**config.mk**
```make
export PLATFORM = sky130hd
export DESIGN_NAME = ps2_decodificador_teclas_flat
export DESIGN_NICKNAME = d
export VERILOG_FILES = /design/src/rtl/ps2_decodificador_teclas_pkg.sv /design/src/rtl/ps2_decodificador_teclas_if.sv /design/src/rtl/ps2_evento_fifo.sv /design/src/rtl/ps2_decodificador_teclas.sv /design/src/flat_wrapper.sv
export SDC_FILE = /design/constraint.sdc
export NUM_CORES = 1
export LEC_CHECK = 0
export CORE_ASPECT_RATIO = 1.75
export CORE_MARGIN = 5
export CORE_UTILIZATION = 55
export DETAILED_ROUTE_END_ITERATION = 8
export MAX_ROUTING_LAYER = met4
export PLACE_DENSITY = 0.74
export SLEW_MARGIN = 20
export SYNTH_ARGS = -nofsm -noshare
export SYNTH_HDL_FRONTEND = slang
export SYNTH_HIERARCHICAL = 1
export SYNTH_SLANG_ARGS = --single-unit
```
**constraint.sdc**
```tcl
create_clock -name clk_nexys -period 4.55 [get_ports clk_nexys]
set_input_delay 0.6825 -clock clk_nexys [delete_from_list [all_inputs] [get_ports clk_nexys]]
set_output_delay 0.6825 -clock clk_nexys [all_outputs]
set_load 0.03 [all_outputs]
```
**src/rtl/ps2_decodificador_teclas_pkg.sv**
```systemverilog
// Shared byte constants, FSM states and event layout for the PS/2 key decoder.
// Also used by the receiver and keymap blocks.
package ps2_decodificador_teclas_pkg;

    localparam logic [7:0] B_E0 = 8'hE0;
    localparam logic [7:0] B_F0 = 8'hF0;
    localparam logic [7:0] B_AA = 8'hAA;
    localparam logic [7:0] B_FA = 8'hFA;
    localparam logic [7:0] B_FE = 8'hFE;
    localparam logic [7:0] B_EE = 8'hEE;
    localparam logic [7:0] B_E1 = 8'hE1;
    localparam logic [7:0] B_00 = 8'h00;
    localparam logic [7:0] B_FF = 8'hFF;

    typedef enum logic [1:0] {
        ST_IDLE   = 2'd0,
        ST_EXT    = 2'd1,
        ST_BRK    = 2'd2,
        ST_EXTBRK = 2'd3
    } state_e;

    typedef struct packed {
        logic       ext;
        logic       brk;
        logic [7:0] code;
    } evento_t;

    localparam int EV_W = $bits(evento_t);

    // 00/FF are keyboard error/overrun bytes
    function automatic logic es_error(input logic [7:0] b);
        return (b == B_00) || (b == B_FF);
    endfunction

    function automatic logic es_descarte(input logic [7:0] b);
        return es_error(b) || (b == B_AA) || (b == B_FA) ||
               (b == B_FE) || (b == B_EE) || (b == B_E1);
    endfunction

endpackage

```
**src/rtl/ps2_decodificador_teclas_if.sv**
```systemverilog
// Byte input / event FIFO bundle of the PS/2 key decoder.
interface ps2_decodificador_teclas_if #(
    parameter int FIFO_AW = 2
) ();
    logic             rx_done_tick;
    logic [7:0]       dato;
    logic             rd;
    logic [7:0]       key_code;
    logic             key_ext;
    logic             key_break;
    logic             empty;
    logic             full;
    logic [FIFO_AW:0] count;
    logic             overflow;

    modport master (
        output rx_done_tick, dato, rd,
        input  key_code, key_ext, key_break,
        input  empty, full, count, overflow
    );

    modport slave (
        input  rx_done_tick, dato, rd,
        output key_code, key_ext, key_break,
        output empty, full, count, overflow
    );
endinterface

```
**src/rtl/ps2_evento_fifo.sv**
```systemverilog
// Show-ahead event FIFO with occupancy count and sticky overflow flag.
module ps2_evento_fifo #(
    parameter int W  = 10,
    parameter int AW = 2
) (
    input  logic          clk,
    input  logic          rst_n,
    input  logic          wr,
    input  logic [W-1:0]  wdata,
    input  logic          rd,
    output logic [W-1:0]  rdata,
    output logic          empty,
    output logic          full,
    output logic [AW:0]   count,
    output logic          overflow
);
    localparam int DEPTH = 1 << AW;

    logic [W-1:0]  mem_q [DEPTH];
    logic [AW-1:0] wp_q, wp_d;
    logic [AW-1:0] rp_q, rp_d;
    logic [AW:0]   cnt_q, cnt_d;
    logic          ovf_q, ovf_d;
    logic [W-1:0]  last_q;
    logic          do_rd, do_wr;

    always_comb begin
        empty = (cnt_q == '0);
        full  = (cnt_q == (AW+1)'(DEPTH));
        do_rd = rd & ~empty;
        // a full FIFO still accepts a write when a pop frees the slot
        do_wr = wr & (~full | do_rd);
        wp_d  = do_wr ? wp_q + 1'b1 : wp_q;
        rp_d  = do_rd ? rp_q + 1'b1 : rp_q;
        ovf_d = ovf_q | (wr & ~do_wr);
        unique case ({do_wr, do_rd})
            2'b10:   cnt_d = cnt_q + 1'b1;
            2'b01:   cnt_d = cnt_q - 1'b1;
            default: cnt_d = cnt_q;
        endcase
        rdata = empty ? last_q : mem_q[rp_q];
    end

    always_ff @(posedge clk) begin
        if (do_wr) mem_q[wp_q] <= wdata;
    end

    always_ff @(posedge clk or negedge rst_n) begin
        if (!rst_n) begin
            wp_q   <= '0;
            rp_q   <= '0;
            cnt_q  <= '0;
            ovf_q  <= 1'b0;
            last_q <= '0;
        end else begin
            wp_q   <= wp_d;
            rp_q   <= rp_d;
            cnt_q  <= cnt_d;
            ovf_q  <= ovf_d;
            last_q <= rdata;
        end
    end

    assign count    = cnt_q;
    assign overflow = ovf_q;

endmodule

```
**src/rtl/ps2_decodificador_teclas.sv**
```systemverilog
// PS/2 scan-code decoder: folds E0/F0 prefixes into key events and
// queues them; stale prefixes are dropped after TIMEOUT_CYC idle cycles.
module ps2_decodificador_teclas
    import ps2_decodificador_teclas_pkg::*;
#(
    parameter int FIFO_AW     = 2,
    parameter int TIMEOUT_CYC = 2_000_000
) (
    input  logic                         clk_nexys,
    input  logic                         reset,
    ps2_decodificador_teclas_if.slave    bus
);
    localparam int TMO_W = $clog2(TIMEOUT_CYC);
    localparam logic [TMO_W-1:0] TMO_MAX = TMO_W'(TIMEOUT_CYC - 1);

    state_e           state_q, state_d;
    logic [TMO_W-1:0] tmo_q, tmo_d;
    logic             ev_wr;
    evento_t          ev;
    evento_t          head;

    always_comb begin
        state_d = state_q;
        tmo_d   = tmo_q;
        ev_wr   = 1'b0;
        ev      = '{ext: 1'b0, brk: 1'b0, code: bus.dato};
        if (bus.rx_done_tick) begin
            tmo_d = '0;
            unique case (state_q)
                ST_IDLE: begin
                    if (bus.dato == B_E0)           state_d = ST_EXT;
                    else if (bus.dato == B_F0)      state_d = ST_BRK;
                    else if (!es_descarte(bus.dato)) ev_wr  = 1'b1;
                end
                ST_EXT: begin
                    if (bus.dato == B_F0)        state_d = ST_EXTBRK;
                    else if (bus.dato == B_E0)   state_d = ST_EXT;
                    else if (es_error(bus.dato)) state_d = ST_IDLE;
                    else begin
                        ev_wr   = 1'b1;
                        ev.ext  = 1'b1;
                        state_d = ST_IDLE;
                    end
                end
                ST_BRK, ST_EXTBRK: begin
                    state_d = ST_IDLE;
                    if (!(es_error(bus.dato) || bus.dato == B_E0 ||
                          bus.dato == B_F0)) begin
                        ev_wr  = 1'b1;
                        ev.ext = (state_q == ST_EXTBRK);
                        ev.brk = 1'b1;
                    end
                end
                default: state_d = ST_IDLE;
            endcase
        end else if (state_q == ST_IDLE) begin
            tmo_d = '0;
        end else if (tmo_q == TMO_MAX) begin
            // prefix went stale: drop it silently
            tmo_d   = '0;
            state_d = ST_IDLE;
        end else begin
            tmo_d = tmo_q + 1'b1;
        end
    end

    always_ff @(posedge clk_nexys or negedge reset) begin
        if (!reset) begin
            state_q <= ST_IDLE;
            tmo_q   <= '0;
        end else begin
            state_q <= state_d;
            tmo_q   <= tmo_d;
        end
    end

    ps2_evento_fifo #(
        .W  (EV_W),
        .AW (FIFO_AW)
    ) u_fifo (
        .clk      (clk_nexys),
        .rst_n    (reset),
        .wr       (ev_wr),
        .wdata    (ev),
        .rd       (bus.rd),
        .rdata    (head),
        .empty    (bus.empty),
        .full     (bus.full),
        .count    (bus.count),
        .overflow (bus.overflow)
    );

    assign bus.key_code  = head.code;
    assign bus.key_ext   = head.ext;
    assign bus.key_break = head.brk;

endmodule
```
**src/flat_wrapper.sv**
```systemverilog
// flat-port wrapper written by rule: the top's interface ports become plain ports
module ps2_decodificador_teclas_flat import ps2_decodificador_teclas_pkg::*;
#(
    parameter int FIFO_AW     = 2,
    parameter int TIMEOUT_CYC = 2_000_000
)
  (clk_nexys, reset, bus_rx_done_tick, bus_dato, bus_rd, bus_key_code, bus_key_ext, bus_key_break, bus_empty, bus_full, bus_count, bus_overflow);
  ps2_decodificador_teclas_if #(.FIFO_AW(FIFO_AW)) bus_i ();
  input  logic clk_nexys;
  input  logic reset;
  input wire logic [$bits(bus_i.rx_done_tick)-1:0] bus_rx_done_tick;
  input wire logic [$bits(bus_i.dato)-1:0] bus_dato;
  input wire logic [$bits(bus_i.rd)-1:0] bus_rd;
  output wire logic [$bits(bus_i.key_code)-1:0] bus_key_code;
  output wire logic [$bits(bus_i.key_ext)-1:0] bus_key_ext;
  output wire logic [$bits(bus_i.key_break)-1:0] bus_key_break;
  output wire logic [$bits(bus_i.empty)-1:0] bus_empty;
  output wire logic [$bits(bus_i.full)-1:0] bus_full;
  output wire logic [$bits(bus_i.count)-1:0] bus_count;
  output wire logic [$bits(bus_i.overflow)-1:0] bus_overflow;
  assign bus_i.rx_done_tick = bus_rx_done_tick;
  assign bus_i.dato = bus_dato;
  assign bus_i.rd = bus_rd;
  assign bus_key_code = bus_i.key_code;
  assign bus_key_ext = bus_i.key_ext;
  assign bus_key_break = bus_i.key_break;
  assign bus_empty = bus_i.empty;
  assign bus_full = bus_i.full;
  assign bus_count = bus_i.count;
  assign bus_overflow = bus_i.overflow;
  ps2_decodificador_teclas #(.FIFO_AW(FIFO_AW), .TIMEOUT_CYC(TIMEOUT_CYC)) u_core (.clk_nexys(clk_nexys), .reset(reset), .bus(bus_i));
endmodule
```
==> out/metrics.cfg <==
[sta]
period_minus_slack_ns=3.59
finalSetupViolCount=0
hold_violations=0
fmax_mhz=278
clock_skew_ns=0.00565
setup_tns_ns=0
finalMaxSlewViolations=0
tightest_slew_ns=0.962
slew_headroom=0.359
final.period_utilization=0.789
setup_ws_ns=0.958
rsz0062_at_grt=no

[run]
drv_cap=0

[setup_path]
crit_fanout=12
worst_setup_path_end_kind=register
timing.rr.start=u_core/u_fifo/count[1]
cp_data_arrival_time_ns=3.81
slowest_stage=clkdlybuf4s50_1
cpLargestDelayFamily=simple AND/OR/NAND/NOR gates
path_buf_inv=1
critPathMaxStageDelay_ns=0.55
crit_start=bus_dato[0]
rr_worst_depth=7
reg2reg_to=u_core/u_fifo/count[2]
worstSetupPathDepth=10
cp.required_ns=4.77
cp_cell_sequence=clkdlybuf4s50_1 > nor4_1 > a41oi_1 > o21ai_0 > a21oi_1 > or2_2 > fa_1 > or3b_1 > o22ai_1 > a221o_1
rrSetupSlack_ns=2.12
crit_type=in2reg
crit_end=u_core/u_fifo/count[2]
cp-start-kind=input port

[clock_network]
clock_sinks=81
cts_max_level=3
cts_buffer_depth=2
clk_latency_ns=0.34
root_buffer=clkbuf_16
cts_resized=0
post-cts-setup-buffers=0
postCtsHoldBufs=0
cts_buffers=9
cts_tree=built
path_clk_slew_ns=0.06

[route]
drtPass1Iterations=4
viasPerCell=5.61
dr.first_iter.drc_count=62
drc=0
wl_per_cell_um=16.9
met1_length_um=2600
wl_met2_um=3700
antenna_left=0
vias=2210
finalWirelength_um=6660
route.met3.wl_um=227
top_layer=met4

[final_layout]
fin_area_um2=4250
drive_gt1_frac=0.147
nNetsFinal=325
diodes=0
fin_cells=394
area_growth_pct=15.7

[place]
dp_cells=378
dp_hpwl_um=4730
place_area_um2=3960
globalplace.congestion=0.788
place_ws_ns=0.642
io_buffers=27

[yosys]
synth_enable_flop_cells=40
synth_top_area_frac=0.327
synthCells=279
synth.cell_area_um2=3670
synth_ff_type=dfrtp_1
yosysSeqAreaShare=0.607
yosysWarningCount=6
async_reset_ff_frac=0.506
yosysTopAreaCell=edfxtp_1
ys_ff_latch=81
yosysMostFrequentCell=dfrtp_1
synth_nets=297
synth.distinct_cells=51
synthTopCellsByArea=edfxtp_1 (33%), dfrtp_1 (28%), mux4_2 (6.1%), nand2_1 (3.6%), xnor2_1 (3.1%)
ys_top_cells_by_count=dfrtp_1 (41), edfxtp_1 (40), nand2_1 (35), nor2_1 (24), xnor2_1 (13)
avgSynthCellArea_um2=13.2

[power]
leakage_nw=1.65
irDropWorstVdd_uv=447
power_density_nw_per_um2=628

[floorplanning]
initial_core_util=0.561
rows=39
core_area_um2=6540
die_h_um=118
io_pins=28
die_w_um=71.8
die_area_um2=8470

[grt]
track_usage=0.176
overflow=0
grt_pass1_wl_um=11000
grt_pass1_vias=2200
antenna_found_initial=0
grt_max_degree=42

[outcome]
status=completed

[min_path]
hp-class=reg2reg

[cell type report]
cell class	count	area (µm²)
fillers	516	2290
flip-flops and latches	81	2230
multi-input cells	177	1330
repair buffers	27	265
clock buffers	9	225
well taps	82	103
clock inverters	7	60.1
inverters	11	41.3
[cells by family (layout without fill, tap and decap cells)]
| family | after synthesis | count (layout) | synth area share |
|---|---|---|---|
| AO/OA/AOI/OAI | 16 | 16 | 0.0344 |
| XOR/XNOR | 25 | 25 | 0.0596 |
| adder cells (fa/ha/maj) | 6 | 6 | 0.0225 |
| buffers and inverters | 21 | 54 | 0.0324 |
| flip-flops | 81 | 81 | 0.607 |
| multiplexers | 13 | 13 | 0.0709 |
| AND/OR/NAND/NOR | 117 | 117 | 0.173 |
[cell usage in the layout (no fill, tap or decap), types with 4 or more instances in the layout]
master and instances:
and2_1 5, and3_1 8, clkbuf_16 9, clkdlybuf4s50_1 26
dfrtp_1 41, edfxtp_1 40, ha_1 5, inv_1 10
mux4_2 10, nand2_1 35, nand3_1 9, nand4_1 4
nor2_1 24, nor2_2 4, xnor2_1 13, xor2_1 12
[worst min path at each step]
stage,start,endpoint,slack [ns],cells after the start
global route,u_core/u_fifo/overflow,u_core/u_fifo/overflow,0.49,1
global placement,u_core/u_fifo/last_q[3],u_core/u_fifo/last_q[3],0.44,2
CTS,u_core/u_fifo/overflow,u_core/u_fifo/overflow,0.47,1
finish,u_core/u_fifo/overflow,u_core/u_fifo/overflow,0.46,1
detailed placement,u_core/u_fifo/overflow,u_core/u_fifo/overflow,0.45,1
floorplan,reset,u_core/state_q[0],0.39,0
[registers in the layout, summed over array words and instances, names as in the netlist]
register	count
u_core/u_fifo/mem_q	40
u_core/tmo_q	21
u_core/u_fifo/last_q	10
u_core/u_fifo/count	3
u_core/state_q	2
u_core/u_fifo/rp_q	2
u_core/u_fifo/wp_q	2
u_core/u_fifo/overflow	1
[report_power, final]
part           total, W  internal (W)  switching, W
clock          0.000681      0.000380      0.000301
combinational  0.000927      0.000411      0.000517
sequential      0.00106      0.000931      0.000128
total           0.00267       0.00172      0.000945
[per-stage QoR]
step	utilization	total power, W	hold slack (ns)
after global routing	0.649	0.00280	0.488
final	0.649	0.00267	0.457
after CTS	0.649	0.00270	0.467
after floorplan	-	0.00169	0.387
after global placement	0.606	0.00200	0.444
after detailed placement	0.606	0.00201	0.448
[metal layers]
| layer | vias to the layer above | track usage |
|---|---|---|
| met5 | - | - |
| met4 | 0 | 0.0753 |
| met3 | 11 | 0.0444 |
| met2 | 30 | 0.298 |
| met1 | 1117 | 0.193 |
| li1 | 1052 | - |
Power figures use the tool's default switching activity.
==> patch 1 (same flow settings) <==
Reset style: synchronous (`reset` and `rst_n`), changed in 2 clocked blocks.
--- a/src/rtl/ps2_evento_fifo.sv
+++ b/src/rtl/ps2_evento_fifo.sv
@@ -45,7 +45,7 @@
         if (do_wr) mem_q[wp_q] <= wdata;
     end
 
-    always_ff @(posedge clk or negedge rst_n) begin
+    always_ff @(posedge clk) begin
         if (!rst_n) begin
             wp_q   <= '0;
             rp_q   <= '0;
--- a/src/rtl/ps2_decodificador_teclas.sv
+++ b/src/rtl/ps2_decodificador_teclas.sv
@@ -64,7 +64,7 @@
         end
     end
 
-    always_ff @(posedge clk_nexys or negedge reset) begin
+    always_ff @(posedge clk_nexys) begin
         if (!reset) begin
             state_q <= ST_IDLE;
             tmo_q   <= '0;
Function: differs if reset is asserted again (counterexample within 4 cycles, from zero or initial values and one cycle with reset low); with reset held inactive, the same outputs for 4 cycles.
==> patch 1 against the unedited design <==
- power fell by 8.5%
- routed wire length fell by 1.6%
- final area fell by 0.74%
- sequential cell count rose by 2
- synthesized area fell by 1.3%
- non-clock buffer count did not move
- setup slack got worse by 38 ps
- clock power rose by 4.7%
==> patch 1: results <==
worst_hold_path:
  hold_depth: 1
  worstHoldStart: "u_core/tmo_q[0]$_SDFF_PP0_"
  min_path_type: "register to register"
  min_to: "u_core/tmo_q[0]$_SDFF_PP0_"
timing:
  skew_ps: 7.32
  maxSlewHeadroom_pct: 49.0
  timing.fmax_mhz: 275
grt:
  grt.total_usage_pct: 17.7
  grt_pass1_wl_um: 11100
  grt_antenna_before_repair: 0
  grt_pass1_vias: 2430
  grt_max_degree: 23
cells_and_area:
  layout-drive-gt1-share_pct: 11.2
  diodes: 0
  fillCellCount: 493
  top_regs: "u_core/u_fifo/mem_q (40), u_core/tmo_q (21), u_core/u_fifo/last_q (10)"
  final_nets: 353
clock_network:
  cts_resized: 0
  post_cts_buffers: 0
  clk_root_buffer_cell: "clkbuf_16"
  h-tree-depth: 3
  clk_latency_ps: 340
  clock_path_buffers: 2
  cts_buffers: 9
  path_clk_slew_ps: 60
place:
  post-dp-hpwl_um: 4520
  placed_cell_area_um2: 3920
  io_buffers: 27
  gp_congestion: 0.805
  preCtsSetupSlack_ps: 681
critical_path:
  cp_max_fo: 9
  critPathMaxStageDelay_ps: 560
  rr_worst_depth: 8
  slowest_stage: "clkdlybuf4s50_1"
  endpoint: "u_core/u_fifo/count[2]$_SDFFE_PN0P_"
  arrival_ps: 3860
  startpoint: "bus_dato[0]"
  rrSetupSlack_ps: 2210
  r2r-start: "u_core/state_q[1]$_SDFFE_PN0P_"
synthesis:
  synth_common_cells: "dfxtp_1, nand2_1, edfxtp_1"
  ys_seq_area_share_pct: 56.9
  yosysWarnings: 6
  async_flop_share_pct: 0
  synth.distinct_cells: 53
  synth_area_leaders: "edfxtp_1, dfxtp_1, nand2_1, xnor2_1, mux4_1"
  dominantRegCellSynth: "dfxtp_1"
  synth_edf_count: 40
  syn-num-nets: 326
power:
  p_leak_nw: 1.46
  ir_drop_mv: 0.284
status:
  outcome: "finished clean"
routing:
  firstDrtPassIters: 4
  drt_iter0_drc: 155
  via_per_inst: 5.55
  drt-total-wl_um: 6550
==> patch 1: where the power goes <==
group          switching (mW)  leakage (nW)  total (mW)  internal, mW
Clock                   0.274         0.139       0.713         0.439
Sequential             0.0651         0.719       0.939         0.874
Combinational           0.440         0.604       0.789         0.348
==> patch 1: worst max-delay path, delay by kind of cell <==
kind,cells,cell delay [ps]
buffers and inverters,1,560
adder cells (fa/ha/maj),1,400
AO/OA/AOI/OAI,6,1160
AND/OR/NAND/NOR,3,1040
==> patch 1: area by class of cell <==
cell class | count | area, µm² | area share, %
Timing Repair Buffer | 27 | 270 | 6.41
Clock inverter | 4 | 50.0 | 1.19
Inverter | 14 | 52.6 | 1.25
Clock buffer | 12 | 246 | 5.85
Multi-Input combinational cell | 200 | 1430 | 34.0
Sequential cell | 83 | 2060 | 48.9
Tap cell | 82 | 103 | 2.43
==> patch 1: cell families (layout without fill, tap and decap cells) <==
kind of cell	Yosys count	after routing	synth area share, %
muxes	10	10	6.74
buffers and inverters	25	57	3.56
xor gates and xnor gates	19	19	4.59
AOI/OAI and AO/OA	31	31	6.18
adders and majority gates	6	6	2.28
and+or+nand+nor	134	134	19.7
DFF	83	83	56.9
==> patch 1: per-layer routing <==
metal	vias up	routed length (µm)	track usage, %
li1	1151	-	-
met1	1129	2450	17.4
met2	47	3590	30.5
met3	17	299	4.97
met4	0	210	9.88
met5	-	0	-
==> patch 1: per-stage QoR <==
step | hold WS [ps] | cells | utilization, %
5_1_grt | 484 | 422 | 65.0
6_report | 456 | 422 | 65.0
2_1_floorplan | 429 | 308 | -
3_3_place_gp | 439 | 406 | 60.4
4_1_cts | 461 | 422 | 65.0
3_5_place_dp | 447 | 406 | 60.4
==> patch 2 (config.mk and constraints unchanged) <==
Made on the original files. `TIMEOUT_CYC` is set to 2_000_000 in 2 places; all go to 1_000_000.
--- a/src/rtl/ps2_decodificador_teclas.sv
+++ b/src/rtl/ps2_decodificador_teclas.sv
@@ -4,7 +4,7 @@
     import ps2_decodificador_teclas_pkg::*;
 #(
     parameter int FIFO_AW     = 2,
-    parameter int TIMEOUT_CYC = 2_000_000
+    parameter int TIMEOUT_CYC = 1_000_000
 ) (
     input  logic                         clk_nexys,
     input  logic                         reset,
--- a/src/flat_wrapper.sv
+++ b/src/flat_wrapper.sv
@@ -2,7 +2,7 @@
 module ps2_decodificador_teclas_flat import ps2_decodificador_teclas_pkg::*;
 #(
     parameter int FIFO_AW     = 2,
-    parameter int TIMEOUT_CYC = 2_000_000
+    parameter int TIMEOUT_CYC = 1_000_000
 )
   (clk_nexys, reset, bus_rx_done_tick, bus_dato, bus_rd, bus_key_code, bus_key_ext, bus_key_break, bus_empty, bus_full, bus_count, bus_overflow);
   ps2_decodificador_teclas_if #(.FIFO_AW(FIFO_AW)) bus_i ();
Behaviour: no difference found for any inputs over 4 cycles, from zero or initial values and one cycle with reset low; that may be too few to reach the edited logic, so the function may still have changed.
==> patch 2 against the unedited design <==
- sequential cell count decreased by 1
- final cell count shrank 0.51%
- clock skew hardly changed
- sequential share of layout area about the same
- global-route usage up 1.1 points
- setup slack gained 130 ps
- synthesized area fell by 1.8%
- final area down 1.2%
- combinational power barely moved
- fmax is 3.7% higher
- power grew 0.98%
- routed wire length is 0.47% lower
- critical endpoint unchanged
- largest cell class unchanged
- largest power group unchanged
==> patch 2: results <==
power:
  power_switching_uw: 909
  ir_drop_mv: 0.388
  p_leak_nw: 1.62
cells_and_area:
  top_regs: "u_core/u_fifo/mem_q (40), u_core/tmo_q (20), u_core/u_fifo/last_q (10)"
  diodes: 0
  layout-drive-gt1-share_pct: 12.6
  fillCellCount: 510
  final_nets: 324
worst_hold_path:
  worstHoldStart: "u_core/u_fifo/overflow$_DFF_PN0_"
  min_path_type: "register to register"
  hold_depth: 1
grt:
  grt_pass1_vias: 2263
  grt_antenna_before_repair: 0
  grt_use_met3_pct: 5.30
  grtUsageMet1_pct: 21.9
  grt_max_degree: 41
  grt_use_met2_pct: 30.0
  grt.total_usage_pct: 18.8
  grt_pass1_wl_um: 11300
synthesis:
  synth_common_cells: "dfrtp_1, edfxtp_1, nand2_1"
  synth.distinct_cells: 50
  async_flop_share_pct: 50.0
  dominantRegCellSynth: "edfxtp_1"
  synth_area_leaders: "edfxtp_1, dfrtp_1, mux4_2, nand2_1, xor2_1"
  syn-num-nets: 295
  ys_seq_area_share_pct: 61.1
place:
  gp_congestion: 0.811
  io_buffers: 27
  preCtsSetupSlack_ps: 755
  post-dp-hpwl_um: 4420
critical_path:
  critPathMaxStageDelay_ps: 570
  slowest_stage: "or4b_1"
  arrival_ps: 3680
  rrSetupSlack_ps: 2180
  r2r-start: "u_core/u_fifo/count[1]$_DFFE_PN0P_"
  startpoint: "bus_dato[1]"
  cp-end-kind: "register"
  r2r_end: "u_core/u_fifo/count[2]$_DFFE_PN0P_"
timing:
  maxSlewHeadroom_pct: 37.4
  hold_ws_ps: 461
  skew_ps: 5.28
  finalCritPeriodShare_pct: 76.1
clock_network:
  cts_resized: 0
  cts_buffers: 9
  clock_path_buffers: 2
  post_cts_buffers: 0
  clk_root_buffer_cell: "clkbuf_16"
  path_clk_slew_ps: 60
status:
  outcome: "finished clean"
routing:
  ant_nets: 0
  met1_length_um: 2620
  drt-total-wl_um: 6630
  wl_met2_um: 3590
  via_per_inst: 5.65
  dr_wl_met3_um: 270
  drt_iter0_drc: 134
## patch 2: changes by cell type after synthesis, sizes merged, moves of 2 or more
cell,delta
and3,-7
nand2b,-2
xnor2,-4
nor2,+2
nand2,+7
xor2,+3
nor2b,-2
and4,-2
## patch 2: per-stage QoR
stage                     std cells  area, µm²  power, mW
after floorplan                 277       3600       1.68
after global placement          377       3900       1.98
after detailed placement        377       3900       2.01
after CTS                       392       4200       2.73
after global routing            392       4200       2.85
final                           392       4200       2.69
## patch 2: worst reg2reg max path, stage by stage, from the launching register on
cell	delay [ps]
dfrtp_1	560
or3_4	310
nand2_1	120
or2_2	310
fa_1	430
or3b_1	190
o22ai_1	60
a221o_1	290
## patch 2: cell type report
cell class / instances / area [µm²] / share of cell area [%]
Clock inverter: 3 / 41.3 / 0.984
Inverter: 11 / 41.3 / 0.984
Sequential cell: 80 / 2200 / 52.5
Timing Repair Buffer: 28 / 273 / 6.50
Clock buffer: 12 / 256 / 6.11
Multi-Input combinational cell: 176 / 1280 / 30.5
Tap cell: 82 / 103 / 2.44
## patch 2: logic make-up (layout without fill, tap and decap cells)
family / count (synthesis) / after routing / share of synthesized area, %
xor+xnor: 24 / 24 / 5.83
mux: 12 / 12 / 6.94
simple gates: 117 / 117 / 16.8
buf+inv: 21 / 54 / 3.40
fa+ha+maj: 6 / 6 / 2.29
compound gates: 17 / 17 / 3.61
flops: 80 / 80 / 61.1
## patch 2: power groups by stage
stage                     logic (mW)  clock network [mW]  registers (mW)
after global routing            1.00               0.767            1.08
after CTS                      0.941               0.729            1.06
after detailed placement       0.938                   0            1.07
final                          0.928               0.715            1.05
after global placement         0.923                   0            1.06
after floorplan                0.664                   0            1.02
